$ cat config.mk
export PLATFORM = sky130hd
export DESIGN_NAME = ram_port_arbiter
export DESIGN_NICKNAME = d
export VERILOG_FILES = /design/src/rtl/ram_port_arbiter.sv
export SDC_FILE = /design/constraint.sdc
export NUM_CORES = 1
export LEC_CHECK = 0
export CAP_MARGIN = 20
export CORE_AREA = 3 3 92 94
export CTS_BUF_LIST = sky130_fd_sc_hd__clkbuf_8
export DETAILED_ROUTE_END_ITERATION = 7
export DIE_AREA = 0 0 95 97
export PLACE_DENSITY = 0.75
export SLEW_MARGIN = 0
export SYNTH_ARGS = -nofsm -noshare
export SYNTH_HDL_FRONTEND = slang
export SYNTH_SLANG_ARGS = --single-unit
$ cat constraint.sdc
create_clock -name clk -period 2 [get_ports clk]
set_clock_uncertainty 0.05 [all_clocks]
set_input_delay 0.3 -clock clk [delete_from_list [all_inputs] [get_ports clk]]
set_output_delay 0.3 -clock clk [all_outputs]
set_load 0.01 [all_outputs]
$ cat src/rtl/ram_port_arbiter.sv
// Two-requester arbiter sharing one DFFRAM512x32 port, with round-robin or fixed tie-break and burst locks.
// Latency: grant and RAM drive are combinational (0 cycles); read data returns one cycle after the grant.
// Backpressure: a requester holds req/we/a/di until granted; a held lock blocks the other requester. Macro RAM_ARB_RR_EN.
module ram_port_arbiter #(
    parameter int AW = 9,
    parameter int DW = 32
) (
    input  logic            clk,
    input  logic            rst_n,
    input  logic            req0,
    input  logic            req1,
    input  logic            lock0,
    input  logic            lock1,
    input  logic [DW/8-1:0] we0,
    input  logic [DW/8-1:0] we1,
    input  logic [AW-1:0]   a0,
    input  logic [AW-1:0]   a1,
    input  logic [DW-1:0]   di0,
    input  logic [DW-1:0]   di1,
    output logic            gnt0,
    output logic            gnt1,
    output logic            rvalid0,
    output logic            rvalid1,
    output logic [DW-1:0]   rdata0,
    output logic [DW-1:0]   rdata1,
    output logic            ram_en,
    output logic [DW/8-1:0] ram_we,
    output logic [AW-1:0]   ram_a,
    output logic [DW-1:0]   ram_di,
    input  logic [DW-1:0]   ram_do,
    output logic            busy
);

    localparam int BW = DW / 8;

    logic own_q;
    logic locked_q;
    logic rpend_q;
    logic rtag_q;
`ifdef RAM_ARB_RR_EN
    logic last_q;
`endif

    logic xfer;
    logic win;
    logic lock_win;
    logic lock_own;

    // Grant selection: an active lock overrides everything, then a lone requester, then the tie-break.
    always_comb begin
        gnt0 = 1'b0;
        gnt1 = 1'b0;
        if (locked_q) begin
            if (own_q) gnt1 = req1;
            else       gnt0 = req0;
        end else if (req0 && req1) begin
`ifdef RAM_ARB_RR_EN
            if (last_q) gnt0 = 1'b1;
            else        gnt1 = 1'b1;
`else
            gnt0 = 1'b1;
`endif
        end else begin
            gnt0 = req0;
            gnt1 = req1;
        end
    end

    assign xfer     = gnt0 | gnt1;
    assign win      = gnt1;
    assign lock_win = win ? lock1 : lock0;
    assign lock_own = own_q ? lock1 : lock0;

    // Steer the winner onto the RAM port; an idle port is driven to all zeros.
    always_comb begin
        ram_en = xfer;
        ram_we = '0;
        ram_a  = '0;
        ram_di = '0;
        if (gnt1) begin
            ram_we = we1;
            ram_a  = a1;
            ram_di = di1;
        end else if (gnt0) begin
            ram_we = we0;
            ram_a  = a0;
            ram_di = di0;
        end
    end

    // Lock ownership and the one-deep read-return tag; reset drops both.
    always_ff @(posedge clk) begin
        if (!rst_n) begin
            own_q    <= 1'b0;
            locked_q <= 1'b0;
            rpend_q  <= 1'b0;
            rtag_q   <= 1'b0;
        end else begin
            if (xfer) begin
                // While locked only the owner can transfer, so this also covers lock renewal/release.
                locked_q <= lock_win;
                if (lock_win) own_q <= win;
            end else if (locked_q && !lock_own) begin
                locked_q <= 1'b0;
            end
            rpend_q <= xfer && (ram_we == BW'(0));
            rtag_q  <= win;
        end
    end

`ifdef RAM_ARB_RR_EN
    // Remember the last winner so the other side takes the next tie.
    always_ff @(posedge clk) begin
        if (!rst_n) begin
            last_q <= 1'b1;
        end else if (xfer) begin
            last_q <= win;
        end
    end
`endif

    assign rvalid0 = rpend_q & ~rtag_q;
    assign rvalid1 = rpend_q & rtag_q;
    assign rdata0  = ram_do;
    assign rdata1  = ram_do;
    assign busy    = xfer | rpend_q;

endmodule

==> results.yml <==
detailed_routing:
  drc_errors: 0
  avgRoutedWirePerCell_um: 15.6
  wirelength_mm: 5.67
  detail_route.vias_per_cell: 4.32
  dr.pass1.iters: 4
  drtIter0Drc: 19
  ant_nets: 0
  vias: 1574
place:
  place_congestion: 0.686
  io_buffers: 146
  dp_hpwl_mm: 4.61
  placement.cell_area_um2: 2520
  dp_cells: 356
critical_path:
  reg2reg_slack_ns: 0.40
  worst_r2r_endpoint: "rpend_q$_SDFF_PN0_"
  cp.buffers_inverters: 2
  worstPathRequired_ns: 1.65
  r2r-start: "locked_q$_SDFFE_PN0P_"
  slowest_delay_ns: 0.54
  critPathKind: "in -> out"
  cpMostUsedCell: "clkdlybuf4s50_1"
  cp_top_family: "buffers and inverters"
  ff2ff_path_depth: 6
  crit_path_end_kind: "primary output"
  worstPathCellList: "clkdlybuf4s50_1 -> nand4_1 -> nand4_2 -> clkdlybuf4s50_1"
  critical_path_arrival_ns: 1.59
  start_kind: "primary input"
  slowest_stage: "clkdlybuf4s50_1"
  critPathMaxFanout: 2
finish:
  regArea_um2: 85.1
  final_util_pct: 32.9
  multi_input_area_um2: 701
  nets: 392
  area_growth_pct: 81.8
  final_cells: 364
  diodes: 0
  drive_gt1_share_pct: 21.0
  fillers: 805
  design_area_um2: 2540
flow_run:
  drv_cap: 0
global_route:
  overflow: 0
  grt_pass1_wl_mm: 8.59
  antenna_found_initial: 0
  grt_pass1_vias: 1641
  grt.total_usage_pct: 11.5
  grt_max_degree: 33
worst_hold_path:
  min_delay_path_depth: 0
  min-delay-start: "ram_do[29]"
  min_to: "rdata0[29]"
  hp-class: "in -> out"
power_and_ir_drop:
  power_density_nw_per_um2: 338
  ir_drop_mv: 0.0995
  leakage_nw: 1.14
clock_network:
  cts_tree: "yes"
  clock-sinks: 4
  cts_buffer_depth: 2
  postCtsHoldBufs: 0
  cts_made_buffers: 3
  cts_max_level: 1
  cts_root_buf: "clkbuf_8"
  clk_latency_ns: 0.21
status:
  outcome: "complete, no violations"
timing:
  setup_viol: 0
  tns_ns: 0
  maxSlewHeadroom_pct: 82.5
  final.min_clock_period_ns: 1.94
  period_share_pct: 97.1
  finalHoldViolCount: 0
  max_freq_mhz: 515
  rsz0062_at_grt: "yes"
  drv_slew: 0
  worst_pin_slew_ns: 0.261
yosys:
  ys_warn_count: 0
  yosys_register_bits: 4
  syn_avg_cell_area_um2: 8.33
  synth_top_cells_by_count: "buf_4, a22o_1, nand2_1"
  yosysUniqueCellTypes: 32
  async_reset_ff_share_pct: 0
  synth_top_cell_area_share_pct: 35.4
  ys_seq_area_share_pct: 5.72
  yosysMostFrequentCell: "buf_4"
  syn_area_um2: 1400
  synth_nets: 296
  synth_ff_type: "dfxtp_1"
  synth_edf_count: 0
  yosysTopAreaCell: "buf_4"
  synth_cells: 168
  synth.area.top_cells: "buf_4, a22o_1, buf_12, dfxtp_1, buf_6"
floorplanning:
  std_cell_rows: 32
  dieArea_um2: 9220
  io_pins: 243
  die_h_um: 97
  core_area_um2: 7730
  start_util_pct: 18.1
  fp.dieW_um: 95
sequential cells by signal, indices dropped and copies added (netlist names):
| signal | cells |
|---|---|
| own_q | 1 |
| rpend_q | 1 |
| rtag_q | 1 |
| locked_q | 1 |
cells by family after synthesis:
group | after synthesis | share of synthesized area [%]
flops | 4 | 5.72
compound gates | 53 | 32.6
simple gates | 31 | 14.8
mux | 1 | 0.716
buf+inv | 79 | 46.1
where the power goes:
part	leakage [nW]	switching, mW	internal (mW)
Clock	0.0216	0.0393	0.128
Combinational	1.08	0.222	0.378
Sequential	0.0338	0.00537	0.0857
worst max path at each step:
| stage | from | cells past startpoint | to | slack, ns |
|---|---|---|---|---|
| floorplan | locked_q$_SDFFE_PN0P_ | 7 | ram_a[0] | 0.48 |
| global placement | req0 | 7 | ram_di[24] | -0.47 |
| detailed placement | req0 | 7 | ram_di[27] | -0.52 |
| CTS | own_q$_SDFFE_PN0P_ | 5 | busy | -0.14 |
| global route | locked_q$_SDFFE_PN0P_ | 4 | ram_we[2] | -0.000003 |
| finish | we1[0] | 4 | ram_we[0] | 0.06 |
what timing repair did:
item / in CTS / in global routing
gates cloned: 1 / 0
gates resized for setup: 60 / 40
pin swaps: 1 / 2
hold endpoints to repair: 0 / 0
endpoints found under the setup margin: 49 / 25
buffers inserted: 3 / 1
metal layers:
layer | vias up | GRT usage, % | wire length, um
li1 | 739 | - | -
met1 | 709 | 12.2 | 2050
met2 | 104 | 20.1 | 2740
met3 | 22 | 4.28 | 771
met4 | 0 | 4.44 | 109
met5 | - | 0 | 0
cell usage in the layout (no fill, tap or decap), types with 3 or more instances in the layout:
cell type	count
buf_4	17
clkdlybuf4s15_1	7
nand4_1	4
a22o_1	41
clkbuf_8	3
clkdlybuf4s50_1	97
nand2_1	7
clkbuf_2	15
dlygate4sd2_1	25
cell type report:
type | count | area share, %
clock buffer | 3 | 1.62
tap | 102 | 5.02
multi-input combinational | 85 | 27.5
sequential | 4 | 3.34
inverter | 1 | 0.148
timing repair buffer | 169 | 62.3
stage by stage:
step	hold slack, ns	power (mW)	worst slack [ns]
3_3_place_gp	0.550	0.726	-0.466
2_1_floorplan	0.372	0.460	0.478
3_5_place_dp	0.550	0.731	-0.523
6_report	0.550	0.859	0.0580
5_1_grt	0.550	0.914	-0.00000255
4_1_cts	0.550	0.871	-0.141
(Power assumes the default switching activity.)
